## src/rtl/simon_round_engine.sv

```systemverilog
// Iterative Simon 64/128 and 128/128 encryptor.
// One round per clock, round keys read by index from the key expander.
module simon_round_engine #(
  parameter int SIMON_MAX_ROUNDS     = 68,
  parameter int SIMON_MAX_WORD_WIDTH = 64,
  parameter int SIMON_BLOCK_WIDTH    = 128
) (
  input  logic                               ck,
  input  logic                               nrst,
  input  logic                               mode,
  input  logic                               kexp_valid,
  output logic [$clog2(SIMON_MAX_ROUNDS)-1:0] rk_idx,
  input  logic [SIMON_MAX_WORD_WIDTH-1:0]    rk,
  input  logic [SIMON_BLOCK_WIDTH-1:0]       pt,
  input  logic                               pt_valid,
  output logic                               pt_ready,
  output logic [SIMON_BLOCK_WIDTH-1:0]       ct,
  output logic                               ct_valid,
  input  logic                               ct_ready
);

  localparam int WW  = SIMON_MAX_WORD_WIDTH;
  localparam int HW  = WW / 2;
  localparam int BW  = SIMON_BLOCK_WIDTH;
  localparam int IW  = $clog2(SIMON_MAX_ROUNDS);
  localparam int R64 = 44;

  typedef enum logic [1:0] {
    S_IDLE,
    S_RUN,
    S_DONE
  } state_t;

  state_t        r_state;
  state_t        w_state_nx;
  logic          r_mode;
  logic          w_mode_nx;
  logic [IW-1:0] r_cnt;
  logic [IW-1:0] w_cnt_nx;
  logic [WW-1:0] r_x;
  logic [WW-1:0] r_y;
  logic [WW-1:0] w_x_nx;
  logic [WW-1:0] w_y_nx;
  logic [WW-1:0] w_x_rnd;
  logic [IW-1:0] w_last;
  logic          w_accept;

  function automatic logic [WW-1:0] f_full(
    input logic [WW-1:0] a
  );
    return ({a[WW-2:0], a[WW-1]}
          & {a[WW-9:0], a[WW-1:WW-8]})
          ^ {a[WW-3:0], a[WW-1:WW-2]};
  endfunction

  function automatic logic [HW-1:0] f_half(
    input logic [HW-1:0] a
  );
    return ({a[HW-2:0], a[HW-1]}
          & {a[HW-9:0], a[HW-1:HW-8]})
          ^ {a[HW-3:0], a[HW-1:HW-2]};
  endfunction

  assign w_accept = (r_state == S_IDLE)
                  & kexp_valid & pt_valid;
  assign w_last   = r_mode
                  ? IW'(SIMON_MAX_ROUNDS - 1)
                  : IW'(R64 - 1);

  // 64/128 keeps the upper half of each word at zero
  assign w_x_rnd = r_mode
    ? (r_y ^ f_full(r_x) ^ rk)
    : {{HW{1'b0}},
       r_y[HW-1:0] ^ f_half(r_x[HW-1:0]) ^ rk[HW-1:0]};

  always_comb begin
    w_state_nx = r_state;
    w_mode_nx  = r_mode;
    w_cnt_nx   = r_cnt;
    w_x_nx     = r_x;
    w_y_nx     = r_y;
    unique case (r_state)
      S_IDLE: begin
        if (w_accept) begin
          w_state_nx = S_RUN;
          w_mode_nx  = mode;
          w_cnt_nx   = '0;
          if (mode) begin
            w_x_nx = pt[BW-1:WW];
            w_y_nx = pt[WW-1:0];
          end else begin
            w_x_nx = {{HW{1'b0}}, pt[WW-1:HW]};
            w_y_nx = {{HW{1'b0}}, pt[HW-1:0]};
          end
        end
      end
      S_RUN: begin
        if (!kexp_valid) begin
          w_state_nx = S_IDLE;
          w_cnt_nx   = '0;
        end else begin
          w_x_nx = w_x_rnd;
          w_y_nx = r_x;
          if (r_cnt == w_last) begin
            w_state_nx = S_DONE;
            w_cnt_nx   = '0;
          end else begin
            w_cnt_nx = r_cnt + IW'(1);
          end
        end
      end
      S_DONE: begin
        if (ct_ready) w_state_nx = S_IDLE;
      end
      default: w_state_nx = S_IDLE;
    endcase
  end

  always_ff @(posedge ck) begin
    if (!nrst) begin
      r_state <= S_IDLE;
      r_mode  <= 1'b0;
      r_cnt   <= '0;
      r_x     <= '0;
      r_y     <= '0;
    end else begin
      r_state <= w_state_nx;
      r_mode  <= w_mode_nx;
      r_cnt   <= w_cnt_nx;
      r_x     <= w_x_nx;
      r_y     <= w_y_nx;
    end
  end

  assign rk_idx   = r_cnt;
  assign pt_ready = (r_state == S_IDLE) & kexp_valid;
  assign ct_valid = (r_state == S_DONE);
  assign ct = r_mode
    ? {r_x, r_y}
    : {{(BW-WW){1'b0}}, r_x[HW-1:0], r_y[HW-1:0]};

endmodule

```

## config.mk

```make
export PLATFORM = sky130hd
export DESIGN_NAME = simon_round_engine
export DESIGN_NICKNAME = d
export VERILOG_FILES = /design/src/rtl/simon_round_engine.sv
export SDC_FILE = /design/constraint.sdc
export NUM_CORES = 1
export LEC_CHECK = 0
export CAP_MARGIN = 0
export CORE_AREA = 2 2 155 157
export CTS_CLUSTER_SIZE = 40
export DETAILED_ROUTE_END_ITERATION = 10
export DIE_AREA = 0 0 157 159
export PLACE_DENSITY = 0.79
export SLEW_MARGIN = 20
export SYNTH_ARGS = -nofsm -noshare
export SYNTH_HDL_FRONTEND = slang
export SYNTH_SLANG_ARGS = --single-unit
```

## constraint.sdc

```tcl
create_clock -name ck -period 1.75 [get_ports ck]
set_clock_uncertainty 0.2 [all_clocks]
set_input_delay 0.4375 -clock ck [delete_from_list [all_inputs] [get_ports ck]]
set_output_delay 0.4375 -clock ck [all_outputs]
set_load 0.005 [all_outputs]
```

---- Yosys cells after proc, flatten, opt, wreduce, memory -nomap -nowiden ----
Cells that the tools add are included.
operators by class
  $add $sub $neg .......................... 1
  equal/unequal tests ..................... 7
  mux-type cells .......................... 20
  bitwise gates (word level) .............. 10
  reduce and logical (&&, ||, !) cells .... 6
operators with widths
  cell                                                  number
  2-to-1 mux 64 bit                                     7
  one-hot mux 64 bit (2 select lines)                   2
  bitwise XOR 64 bit                                    3
  2-to-1 mux 128 bit                                    1
  bitwise XOR 32 bit                                    3
  AND 64 bit                                            1
  AND 32 bit                                            1
  2-to-1 mux 7 bit                                      4
  one-hot mux 7 bit (2 select lines)                    1
  2-to-1 mux 2 bit                                      4
  adder 7 x 1 -> 7 bit (second input constant)          1
  equality test 7 bit                                   1
  one-hot mux 2 bit (3 select lines)                    1
  AND reduction 3 bit                                   2
  != test 2 bit (second input constant)                 2
  AND reduction 2 bit                                   2
  != test 3 bit (second input constant)                 1
  AND 1 bit                                             2
  equality test 2 x 1 -> 1 bit (second input constant)  1
  equality test 2 bit (second input constant)           1
  logical NOT 2 bit                                     1
  != test 2 x 1 -> 1 bit (second input constant)        1
  nonzero test 2 bit                                    1
storage, ports and cells
  register bits after elaboration ......... 138
  bits of input ports ..................... 198
  output and inout bits ................... 137
  word-level logic and storage cells ...... 49

---- Logic depth before layout (Yosys ltp) ----
Gate-level depths: netlist of the first run.
  depth after elaboration ................. 7
  gate-level depth with buffers ........... 7
  gate-level depth less buffers ........... 5

---- Worst setup path after synthesis of the first run ----
Ideal clock, no wire load.
  path kind ............................... flip-flop to output port
  start ................................... reg r_mode
  end ..................................... out ct[54]
  arrival ................................. 1.236 ns
  required time ........................... 1.112 ns
  slack ................................... -0.123 ns
  cell stages (with the launch flop) ...... 4
  cell sequence ........................... dfxtp_1 buf_2 clkbuf_1 mux2_2
on the way
  cells in the longest elaborated chain, start to end .. 1
ends and longest elaborated chain
  element                   line  source
  start: declaration        36    logic r_mode;
  start signal: assignment  128   r_mode <= w_mode_nx;
  2-to-1 mux 128 bit        139   ? {r_x, r_y}
  end: declaration          17    output logic [SIMON_BLOCK_WIDTH-1:0] ct,
Every way passes these cells.

---- Final worst setup path of the first run ----
  start ................................... reg r_mode
  end ..................................... out ct[36]
The elaborated chain is that of the path after synthesis.

==> results of run 1 <==
per-stage QoR:
step	cells	TNS [ps]	hold slack, ps
after floorplan	1199	-469	301
after global placement	1897	-69330	318
after detailed placement	1897	-73970	328
after CTS	1933	-68520	256
after global routing	2042	-63140	278
final	2042	-57930	279
worst paths after layout:
path                            endpoint  slack, ps
setup / recovery                  ct[36]       -630
hold / removal      r_x[59]$_SDFFE_PN0P_        280
setup reg to reg  rk_idx[5]$_SDFFE_PN0P_       -480
hold reg to reg     r_y[27]$_SDFFE_PN0P_        310
kinds of logic (layout without fill, tap and decap cells):
| family | after synthesis | count (layout) |
|---|---|---|
| simple gates | 422 | 425 |
| compound gates | 257 | 257 |
| xor+xnor | 191 | 191 |
| flops | 138 | 138 |
| buf+inv | 131 | 651 |
| mux | 59 | 59 |
| fa+ha+maj | 1 | 1 |
| other cells | 0 | 1 |
state kept, by name (all words and copies together) (netlist names):
| signal | flops |
|---|---|
| r_x | 64 |
| r_y | 64 |
| rk_idx | 7 |
| r_state | 2 |
| r_mode | 1 |
area by class of cell:
type	instances	area [µm²]	share of cell area, %
flip-flops and latches	138	2830	16.1
clock buffers	19	443	2.53
diodes	1	2.50	0.0143
inverters	1	3.75	0.0214
repair buffers	618	6650	38.0
multi-input cells	933	7020	40.1
well taps	319	399	2.28
clock inverters	13	164	0.936
power by group:
part           switching, mW  internal [mW]  leakage, nW
Sequential             0.269           3.38         1.15
Clock                   1.62           2.29        0.291
Combinational           1.93           2.23         6.85
worst min-delay path, cell delays in order:
cell and delay [ps]:
buf_4 270, o21ai_2 110, a21oi_1 50
layer usage:
metal,GRT usage (%),vias to the layer above,wire length (µm)
met5,0,-,0
met4,15.6,0,4150
met3,4.87,349,6690
met2,51.3,1085,24100
met1,41.5,5894,18900
li1,-,5165,-
timing repair:
item                                    in CTS  in global routing
endpoints found under the setup margin     161                273
buffers inserted                             3                 66
cloned                                       1                 47
gates resized for setup                    171                541
pin swaps                                    3                 48
cell usage in the layout (no fill, tap or decap), types with 29 or more instances in the layout:
master	synthesis	routed
a21oi_1	42	39
a32oi_1	33	29
and2_4	0	54
buf_4	32	167
buf_6	0	86
clkbuf_16	0	48
clkbuf_2	0	40
clkdlybuf4s50_1	0	194
dfxtp_1	138	99
dfxtp_2	0	33
dlymetal6s2s_1	0	43
mux2i_1	33	33
nand2_1	206	204
nand3_1	106	54
nand3_2	0	49
o211a_1	65	65
xnor2_1	191	188
==> key figures, run 1 <==
Status
  – Status: finished with violations
  – Violated checks: negative setup slack

Worst setup path
  – Crit-path cells: buf_4 > buf_8 > buf_4 > mux2_2 > clkbuf_2
  – Critical path peak fanout: 6
  – Critical path buffer and inverter count: 4
  – Largest incremental delay on the critical path: 410 ps
  – Critical Path Start Type: register
  – Cell type of the slowest stage on the worst timing path: dfxtp_4
  – Instance count on the critical path: 5
  – Crit path top cell by count: buf_4
  – Reg2reg start: r_mode$_SDFFE_PN0P_
  – Required time worst endpoint: 1110 ps
  – Worst Setup SP: r_mode$_SDFFE_PN0P_
  – Number of cells traversed by the worst register-to-register path: 9
  – Kind of end point of the critical path: output port
  – Data arrival time of the critical path: 1740 ps
  – Critical Setup Path Class: reg2out
  – Critical path's top delay family: buffers and inverters

Clock tree
  – Number of hold buffers added after CTS: 0
  – TritonCTS clock tree: done
  – Count of clock tree sinks: 138
  – Clock latency on the worst-skew pair: 440 ps
  – Max Root-Sink Buffers: 2
  – Total clock buffers created by CTS: 17
  – Number of H-tree levels: 4
  – Clock slew at reported path FFs: 70 ps
  – Root Buffer: clkbuf_16

Synth
  – Share of synthesized area occupied by flip-flops and latches: 28.7%
  – Synthesis Warnings: 0
  – Syn Std Cell Area: 0.00962 mm²
  – Main area contributors after synthesis: dfxtp_1 (29%), xnor2_1 (17%), nand2_1 (8.0%), o211a_1 (6.8%), nand3_1 (5.5%)
  – Avg Synthesized Cell Area: 8.02 µm²
  – Dominant register cell in the synthesized netlist: dfxtp_1
  – Most instantiated library cell after synthesis: nand2_1
  – Main combinational cell family by area after synthesis: simple AND/OR/NAND/NOR gates
  – Fraction of registers with async set or reset after synthesis: 0%
  – Synthesized instance count: 1,199
  – Library cell with the largest summed area after synthesis: dfxtp_1
  – Leading post-synthesis cells by instance count: nand2_1 (206), xnor2_1 (191), dfxtp_1 (138)
  – Number of flip-flops and latches in the synthesized netlist: 138
  – Number of synthesized flops with an enable pin: 0
  – Share of the synthesized area in compound gates (AO/OA/AOI/OAI): 20.0%
  – Xor-xnor portion of the synthesized cell area: 17.4%
  – Unique cell type count in the Yosys netlist: 42
  – Fraction of the mapped netlist area in adder cells: 0.130%
  – Simple logic cell fraction of the synthesized area: 20.5%
  – Top cell type's share of synthesized area: 28.7%
  – Post-Synthesis Net Count: 1,398
  – Multiplexer fraction of the synthesized cell area: 6.48%

Drt
  – Via-to-Cell Ratio: 6.12
  – Routed wire length per instance: 26.4 µm
  – Count of routing violations after the opening detailed-route iteration: 1,832
  – Antenna Violating Nets Remaining: 0
  – Routed via count: 12,500
  – Length of the first detailed-routing pass in iterations: 8
  – Total wirelength of the detailed-routed design: 53.8 mm
  – Remaining design rule violation count: 0

Placement
  – Pre-CTS setup slack: -579 ps
  – Routability cong.: 0.951
  – Estimated wirelength of the detail-placed design: 31.8 mm
  – Port Buffers: 334
  – Placed Area: 0.0143 mm²

Global routing
  – Overflow left after global routing: 0
  – Total Routing Usage GR: 31.9%
  – Pin count of the biggest net entering global routing: 65
  – Global-route wire length before repair: 61.2 mm
  – Antenna violations before repair: 2
  – Number of global-route vias before repair: 10,400

Finish
  – Area of all placed cells without fillers: 0.0175 mm²
  – Fill cell total of the finished layout: 1,438
  – Fraction of final layout cells sized beyond drive strength 1: 36.4%
  – Area growth from synthesis to layout: 82.1%
  – Share of the core filled with cells in the final layout: 75.5%
  – Post-layout nets: 1,908

Power and ir drop
  – Total power: 11.7 mW
  – Maximum ir drop on the vdd rail: 0.586 mV
  – Total power per unit cell area: 669 mW/mm²
  – Leakage component of the power: 8.29 nW

Floorplanning
  – Number of core rows: 56
  – Area of the core: 0.0232 mm²
  – Io pins: 335
  – Initial core utilization: 41.5%
  – DIE HEIGHT: 159 µm
  – Die Area: 0.0250 mm²
  – Die span in x: 157 µm

Hold path
  – Hold Path Class: in2reg
  – Worst Hold Depth: 3
  – Startpoint of the most critical hold path: nrst

STA
  – Final worst slack: -627 ps
  – Remaining max-slew budget at the tightest pin: 44.0%
  – Maximum clock frequency: 421 MHz
  – Setup repair after global routing missed its margin: yes
  – Actual slew at the worst max-slew pin: 835 ps
  – Period minus WS final: 2380 ps
  – Period Utilization, post-route: 136%
  – Number of hold violations in the final report: 0
  – Final max-slew violation count: 0
  – Count of endpoints failing setup in the final report: 224

Flow run
  – Max Cap Viol: 0
Note: power is estimated with default switching activity, not from simulation.
==> run 2, diff against run 1 <==
--- a/config.mk
+++ b/config.mk
@@ -10,7 +10,7 @@
 export CTS_CLUSTER_SIZE = 40
 export DETAILED_ROUTE_END_ITERATION = 10
 export DIE_AREA = 0 0 157 159
-export PLACE_DENSITY = 0.79
+export PLACE_DENSITY = 0.77
 export SLEW_MARGIN = 20
 export SYNTH_ARGS = -nofsm -noshare
 export SYNTH_HDL_FRONTEND = slang
==> run 2 against run 1 <==
  * The run still ends with negative setup slack left
  * Wire length shrank 13%
  * Critical path depth unchanged
  * Final area shrank 3.1%
  * First-iteration DRC count is 36% lower
  * Hold slack got worse by 61 ps
  * Sequential power hardly changed
  * Global-route usage increased by 1.9 points
  * Register-to-register slack better by 70 ps
  * Critical path type unchanged
  * Critical endpoint is now ct[59]
  * Largest cell class unchanged
==> key figures, run 2 (synthesis results as in run 1) <==
Worst setup path
  – Cell type of the slowest stage on the worst timing path: dfxtp_4
  – Crit path top cell by count: buf_12
  – Number of cells traversed by the worst register-to-register path: 11
  – Largest incremental delay on the critical path: 470 ps
  – Critical path's top delay family: flip-flops
  – Crit-path cells: buf_12 > buf_12 > and2b_2 > a21o_1 > buf_2
  – Data arrival time of the critical path: 1720 ps
  – Minimum setup slack among reg-to-reg paths: -410 ps
  – Endpoint of the worst register-to-register path: r_x[1]$_SDFFE_PN0P_
  – Critical path peak fanout: 8
  – Critical path buffer and inverter count: 3
  – Worst Setup SP: r_mode$_SDFFE_PN0P_
  – Critical Setup Path Class: reg2out
  – Kind of end point of the critical path: output port
  – Required time worst endpoint: 1110 ps
  – Reg2reg start: r_mode$_SDFFE_PN0P_
  – Critical Path Start Type: register

Finish
  – Most common cell after layout, fill and taps aside: nand2_1
  – Area growth from synthesis to layout: 76.3%
  – Fraction of final layout cells sized beyond drive strength 1: 35.3%
  – Area of all placed cells without fillers: 0.0170 mm²
  – Post-layout nets: 1,898
  – Top library cells by usage in the layout, fill and taps aside: nand2_1 (199), clkdlybuf4s50_1 (194), xnor2_1 (183), buf_4 (170), buf_6 (133)

Drt
  – Total wirelength of the detailed-routed design: 46.7 mm
  – Routed via count: 11,600
  – Antenna Violating Nets Remaining: 0
  – Routed wire length per instance: 23.0 µm
  – Count of routing violations after the opening detailed-route iteration: 1,181
  – Met3 wire len: 4.42 mm
  – Via-to-Cell Ratio: 5.73
  – Highest metal layer used by the detailed router: met4
  – Remaining design rule violation count: 0
  – Detailed-routed wire length on met2: 21.6 mm
  – Detailed-route wire length on metal 1: 18.1 mm
  – Length of the first detailed-routing pass in iterations: 7

STA
  – Number of hold violations in the final report: 0
  – Final worst slack: -606 ps
  – Final max-slew violation count: 0
  – Remaining max-slew budget at the tightest pin: 78.5%
  – Setup TNS: -46,540 ps
  – Setup repair after global routing missed its margin: yes
  – Actual slew at the worst max-slew pin: 314 ps
  – Count of endpoints failing setup in the final report: 122
  – Maximum clock frequency: 425 MHz
  – Period minus WS final: 2360 ps
  – Period Utilization, post-route: 135%

Global routing
  – Global-route wire length before repair: 64.6 mm
  – Pin count of the biggest net entering global routing: 64
  – Antenna violations before repair: 1
  – Overflow left after global routing: 0
  – Total Routing Usage GR: 33.8%
  – Number of global-route vias before repair: 11,100

Clock tree
  – Root Buffer: clkbuf_16
  – Max Root-Sink Buffers: 2
  – Number of hold buffers added after CTS: 0
  – Clock slew at reported path FFs: 60 ps
  – Number of H-tree levels: 4
  – Total clock buffers created by CTS: 17
  – TritonCTS clock tree: done
  – Count of clock tree sinks: 138
  – Clock latency on the worst-skew pair: 430 ps

Power and ir drop
  – Leakage component of the power: 7.61 nW
  – Total power per unit cell area: 664 mW/mm²
  – Total power: 11.3 mW
  – Maximum ir drop on the vdd rail: 0.525 mV

Status
  – Status: finished with violations
  – Violated checks: negative setup slack

Hold path
  – Worst Hold Depth: 2
  – Startpoint of the most critical hold path: nrst
  – Endpoint of the worst hold-timing path: r_y[33]$_SDFFE_PN0P_
  – Hold Path Class: in2reg

Floorplanning
  – Die span in x: 157 µm
  – Number of core rows: 56
  – Io pins: 335
  – Initial core utilization: 41.5%
  – Die Area: 0.0250 mm²
  – DIE HEIGHT: 159 µm
  – Area of the core: 0.0232 mm²

Placement
  – Routability cong.: 0.931
  – Placed Area: 0.0145 mm²
  – Estimated wirelength of the detail-placed design: 31.8 mm
  – Port Buffers: 334

Flow run
  – Max Cap Viol: 0
run 2: changes by cell type in the layout (fill, tap and decap cells not counted), sizes merged, moves of 2 or more:
cell and change:
and2 -2, clkdlybuf4s15 +2, buf +57, dlygate4sd2 +34, clkbuf -58, inv -3, dlymetal6s2s -43
run 2: worst register-to-register path, cell delays in order (launching register included):
cell and delay (ps):
dfxtp_4 470, buf_6 150, buf_12 110, buf_6 90, buf_6 90, buf_6 80
buf_6 100, nand3b_1 130, o22ai_2 90, a211oi_2 310, xnor2_1 180, o21ai_1 70
run 2: area by class of cell:
cell class,instances,area (µm²)
timing repair buffer,611,6310
clock buffer,18,439
tap,319,399
clock inverter,11,149
multi-input combinational,930,6830
fill,1586,6230
inverter,1,3.75
antenna,1,2.50
sequential,138,2820
run 2: through the flow:
step / worst slack [ps] / hold slack [ps] / instances / util, %
2_1_floorplan: -23.1 / 301 / 1199 / -
3_3_place_gp: -495 / 323 / 1908 / 62.4
3_5_place_dp: -506 / 330 / 1908 / 62.4
4_1_cts: -588 / 210 / 1997 / 69.6
5_1_grt: -638 / 209 / 2029 / 73.1
6_report: -606 / 218 / 2029 / 73.1
run 2: worst max path at each step:
stage | endpoint | cells past startpoint
floorplan | ct[34] | 3
global placement | pt_ready | 4
detailed placement | pt_ready | 4
CTS | ct[57] | 5
global route | ct[59] | 5
finish | ct[59] | 5
run 2: power breakdown:
group          switching, mW  internal, mW
combinational           1.74          2.12
sequential             0.248          3.39
clock                   1.52          2.26
total                   3.51          7.76
run 2: metal layers:
layer	vias up	GRT usage, %
li1	5131	-
met1	5507	43.0
met2	800	53.8
met3	181	7.38
met4	0	17.2
met5	-	0
run 2: repair_timing:
action,4_1_cts,5_1_grt
gates cloned,7,11
pin swaps,36,47
setup buffers,62,35
setup endpoints to repair,183,183
gates resized for setup,684,130
endpoints found under the hold margin,0,0
==> RTL edit 1 (flow settings as in run 1) <==
Re-encode `state_t` (3 states) as one-hot, 3 bits wide.
--- a/src/rtl/simon_round_engine.sv
+++ b/src/rtl/simon_round_engine.sv
@@ -25,10 +25,10 @@
   localparam int IW  = $clog2(SIMON_MAX_ROUNDS);
   localparam int R64 = 44;
 
-  typedef enum logic [1:0] {
-    S_IDLE,
-    S_RUN,
-    S_DONE
+  typedef enum logic [2:0] {
+    S_IDLE = 3'b001,
+    S_RUN  = 3'b010,
+    S_DONE = 3'b100
   } state_t;
 
   state_t        r_state;
Check against the original RTL: same outputs for any inputs over 4 cycles, from zero or initial values and one cycle with nrst low; so few cycles prove little.
==> RTL edit 1 against run 1 <==
The flow still finishes with violations (negative setup slack). Cell count grew 1.7%. Sequential cell count grew 1. Cell area grew 4.9%. Critical path type unchanged. Maximum frequency grew 2.1%. Wire length shrank 0.29%. Setup slack gained 50 ps. Power grew 20%. Combinational power grew 42%. Register-to-register slack lost 60 ps. Area after synthesis shrank 0.96%.
==> RTL edit 1: results (changes against run 1) <==
[critical_path]
r2r-end=rk_idx[6]$_SDFFE_PN0P_
r2r_slack_ps=-540  ; -60 ps
crit_path_frequent_cell=buf_6
r2r_cells=8  ; -1

[grt]
grt_use_met3_pct=8.274  ; +3.4 points
grt_usage_pct=36.94  ; +5.0 points
grt_use_met1_pct=44.92  ; +3.4 points
grt_pass1_vias=11750  ; +13%
grt_first_pass_wirelength_um=69710  ; +14%
grt_max_degree=40  ; -38%

[layout]
fin_nets=1942  ; +1.8%
layout-drive-gt1-share_pct=43.68  ; +7.3 points

[route]
drt-initial-drc-count=1184  ; -35%
dr_wl_met2_um=24910  ; +3.3%
maxUsedRoutingLayer=met5
wl_um=53670  ; -0.29%
wl_met1_um=18710  ; -0.82%
wl_per_cell_um=25.85  ; -1.9%

[status]
outcome=complete, but fails checks
violations=negative setup slack

[yosys]
synthAdderAreaFrac_pct=0.1314  ; +0.0013 points
synth_common_cells=nand2_1 (210), xnor2_1 (191), dfxtp_1 (139)
synth-xor-area-share_pct=17.56  ; +0.17 points
seq_area_frac_synth_pct=29.22  ; +0.49 points
synth_compound_area_share_pct=17.72  ; -2.3 points
synth.area.top_cells=dfxtp_1 (29%), xnor2_1 (18%), nand2_1 (8.3%), a311oi_1 (5.8%), and2_1 (4.3%)
syn_nets=1407  ; +0.64%
synthDistinctLibCells=43  ; +2.4%

[hold_path]
hold-path-endpoint=r_state[1]$_SDFFE_PN0P_

[placed_design]
postPlaceCellArea_um2=14420  ; +0.67%
place_hpwl_um=33010  ; +3.7%

[timing]
setup_viol=238  ; +6.3%
holdWs_ps=153.6  ; -125.7 ps
fin_ws_ps=-576.7  ; +49.90 ps

[clock_network]
post-cts-setup-buffers=63  ; +60

[power_and_ir_drop]
p_leak_nw=7.431  ; -10%

RTL edit 1: cell count changes in the layout (fill, tap and decap cells not counted), sizes merged, moves of 5 or more:
cell | before | now
a21boi | 24 | 6
a21oi | 42 | 30
a221oi | 0 | 32
a311oi | 0 | 63
a32oi | 33 | 0
and2 | 71 | 66
buf | 308 | 394
clkbuf | 90 | 41
dlygate4sd2 | 1 | 33
dlymetal6s2s | 43 | 0
nand3 | 106 | 49
nor2 | 14 | 108
o211a | 65 | 1
RTL edit 1: kinds of logic after synthesis:
group           Yosys count
compound gates          227
xor+xnor                191
fa+ha+maj                 1
buf+inv                 129
flops                   139
mux                      59
simple gates            462
RTL edit 1: per-stage QoR:
stage	TNS [ps]	setup WS, ps
2_1_floorplan	-496.8	-26.16
6_report	-76210	-576.7
5_1_grt	-83000	-588.7
3_5_place_dp	-103840	-642.3
3_3_place_gp	-98780	-580.6
4_1_cts	-68160	-598.0
RTL edit 1: report_power, final:
| group | switching [mW] | internal, mW | leakage [nW] |
|---|---|---|---|
| clock network | 1.58 | 2.65 | 0.318 |
| logic | 2.77 | 3.15 | 5.96 |
| registers | 0.438 | 3.53 | 1.16 |
| total | 4.79 | 9.32 | 7.43 |
RTL edit 1: tightest hold or removal path, stage by stage:
cell,delay [ps]
buf_2,190
nand2_1,100
a21oi_2,30
RTL edit 1: final cells by class:
cell class | instances | area [µm²]
multi-input combinational | 940 | 7503
timing repair buffer | 644 | 6950
fill | 1362 | 4817
sequential | 139 | 2855
clock buffer | 21 | 471.7
tap | 319 | 399.1
clock inverter | 11 | 188.9
inverter | 1 | 3.754
antenna | 1 | 2.502
==> RTL edit 2 (flow settings as in run 1) <==
Made on the original files. Register the input `mode` before use. The logic sees it one clock later. The other inputs are not delayed to match.
--- a/src/rtl/simon_round_engine.sv
+++ b/src/rtl/simon_round_engine.sv
@@ -30,6 +30,12 @@
     S_RUN,
     S_DONE
   } state_t;
+
+  logic mode_q;
+
+  always_ff @(posedge ck) begin
+    mode_q <= mode;
+  end
 
   state_t        r_state;
   state_t        w_state_nx;
@@ -83,9 +89,9 @@
       S_IDLE: begin
         if (w_accept) begin
           w_state_nx = S_RUN;
-          w_mode_nx  = mode;
+          w_mode_nx  = mode_q;
           w_cnt_nx   = '0;
-          if (mode) begin
+          if (mode_q) begin
             w_x_nx = pt[BW-1:WW];
             w_y_nx = pt[WW-1:0];
           end else begin
Function: changed (Yosys sat finds a counterexample within 4 cycles, from zero or initial values and one cycle with nrst low).
==> RTL edit 2 against run 1 <==
The run still ends with negative setup slack left. Sequential cell count up 1. Wire length fell by 17%. Cell area decreased by 6.1%. Non-clock buffer count fell by 41. Count of clock-buffer cells in the layout grew 3. Sequential share of layout area grew 1.2 points. Power is 4.7% lower. Setup slack better by 91 ps. Combinational power is 12% lower. Area after synthesis is 0.21% higher. Clock power down 2%. Core utilization down 4.6 points. Largest cell class unchanged. Highest routed layer unchanged.
==> RTL edit 2: results (changes against run 1) <==
[layout]
layout-drive-gt1-share_pct=32.60  ; -3.8 points
fin_nets=1865  ; -2.3%
fillCellCount=1683  ; +17%

[route]
drt-initial-drc-count=1194  ; -35%
wl_per_cell_um=22.34  ; -15%
drt-pass1-iter-count=6  ; -2
routed_via_density=5.707  ; -6.7%

[grt]
grt_pass1_vias=11050  ; +6.4%
grt_max_degree=51  ; -22%
grt_usage_pct=33.81  ; +1.9 points
grt_first_pass_wirelength_um=64760  ; +5.8%

[yosys]
synth.area.top_cells=dfxtp_1 (29%), xnor2_1 (17%), nand2_1 (8.0%), o211a_1 (6.8%), nand3_1 (5.5%)
synthArstFlopShare_pct=0  ; unchanged
seq_area_frac_synth_pct=28.88  ; +0.15 points
synth_common_cells=nand2_1 (206), xnor2_1 (191), dfxtp_1 (139)

[clock_network]
clk_path_buf_depth=2  ; unchanged
clk-insertion-delay-late_ps=420  ; -20 ps

[status]
violations=negative setup slack
outcome=complete, but fails checks

[hold_path]
hold_path.class=in2reg

[timing]
fin_ws_ps=-535.9  ; +90.70 ps
worst_slew_pin_slew_ps=325.3  ; -509.4 ps
setup_viol=112  ; -50%

[placed_design]
gp_congestion=0.9198  ; -3.3%
postPlaceCellArea_um2=14480  ; +1.1%

[power_and_ir_drop]
swShare_pct=30.69  ; -1.9 points
p_leak_nw=7.365  ; -11%
ir_drop_mv=0.6124  ; +4.4%

[critical_path]
setup.worst_path.end=ct[45]
critPathArrivalTime_ps=1650  ; -90 ps
r2r_slack_ps=-410  ; +70 ps

-- RTL edit 2: cell types whose count changed in the layout (fill, tap and decap cells not counted), moves of 14 or more --
| cell | change |
|---|---|
| nand3_1 | +48 |
| nand3_2 | -45 |
| dlymetal6s2s_1 | -43 |
| clkbuf_2 | -38 |
| dlygate4sd2_1 | +34 |
| clkbuf_16 | -28 |
| buf_6 | +24 |
| buf_8 | -14 |
-- RTL edit 2: repair_timing --
item,in CTS,in global routing
setup endpoints to repair,247,150
buffers inserted,52,18
pin swaps,52,28
gates resized for setup,681,91
cloned,7,2
endpoints found under the hold margin,0,0
-- RTL edit 2: worst min path at each step --
stage                               to                  from  depth (start not counted)  slack, ps
2_1_floorplan           mode_q$_DFF_P_                  mode                          0        270
3_3_place_gp      r_y[45]$_SDFFE_PN0P_  r_y[45]$_SDFFE_PN0P_                          1        320
3_5_place_dp      r_y[37]$_SDFFE_PN0P_  r_y[37]$_SDFFE_PN0P_                          1        330
4_1_cts           r_y[60]$_SDFFE_PN0P_                  nrst                          2        170
5_1_grt        r_state[0]$_SDFFE_PN0P_                  nrst                          2        170
6_report       r_state[0]$_SDFFE_PN0P_                  nrst                          2        170
-- RTL edit 2: stage by stage --
step	cells	hold WS (ps)	setup slack [ps]	TNS, ps	util, %
CTS	1990	165.3	-519.6	-41360	69.35
finish	1999	172.6	-535.9	-42920	70.93
detailed placement	1906	330.9	-553.1	-88120	62.44
floorplan	1200	265.2	-23.06	-469.4	-
global route	1999	174.5	-547.0	-44780	70.93
global placement	1906	319.2	-531.3	-84250	62.44
-- RTL edit 2: logic make-up after synthesis --
kind of cell / count (synthesis) / share of synthesized area [%]
multiplexers: 59 / 6.466
XOR/XNOR: 191 / 17.36
AO/OA/AOI/OAI: 257 / 19.94
buffers and inverters: 131 / 6.764
adder cells (fa/ha/maj): 1 / 0.1298
AND/OR/NAND/NOR: 422 / 20.46
flip-flops: 139 / 28.88
-- RTL edit 2: final cells by class --
type,instances,share of cell area (%)
antenna,2,0.03043
clock buffer,22,3.073
clock inverter,9,0.6541
inverter,1,0.02282
multi-input combinational,930,41.28
sequential,139,17.30
tap,319,2.426
timing repair buffer,577,35.21
-- RTL edit 2: power by group through the flow --
| stage | registers [mW] | clock network, mW | logic (mW) |
|---|---|---|---|
| floorplan | 3.68 | 0 | 1.58 |
| global placement | 3.68 | 0 | 3.20 |
| detailed placement | 3.69 | 0 | 3.24 |
| CTS | 3.63 | 3.85 | 3.48 |
| global route | 3.67 | 4.01 | 3.86 |
| finish | 3.65 | 3.85 | 3.67 |
-- RTL edit 2: routing by layer --
| metal | wire length, µm | global-route usage (%) |
|---|---|---|
| met5 | 0 | 0 |
| met1 | 17340 | 43.30 |
| met4 | 2425 | 17.72 |
| met3 | 4104 | 5.580 |
| met2 | 20790 | 54.35 |
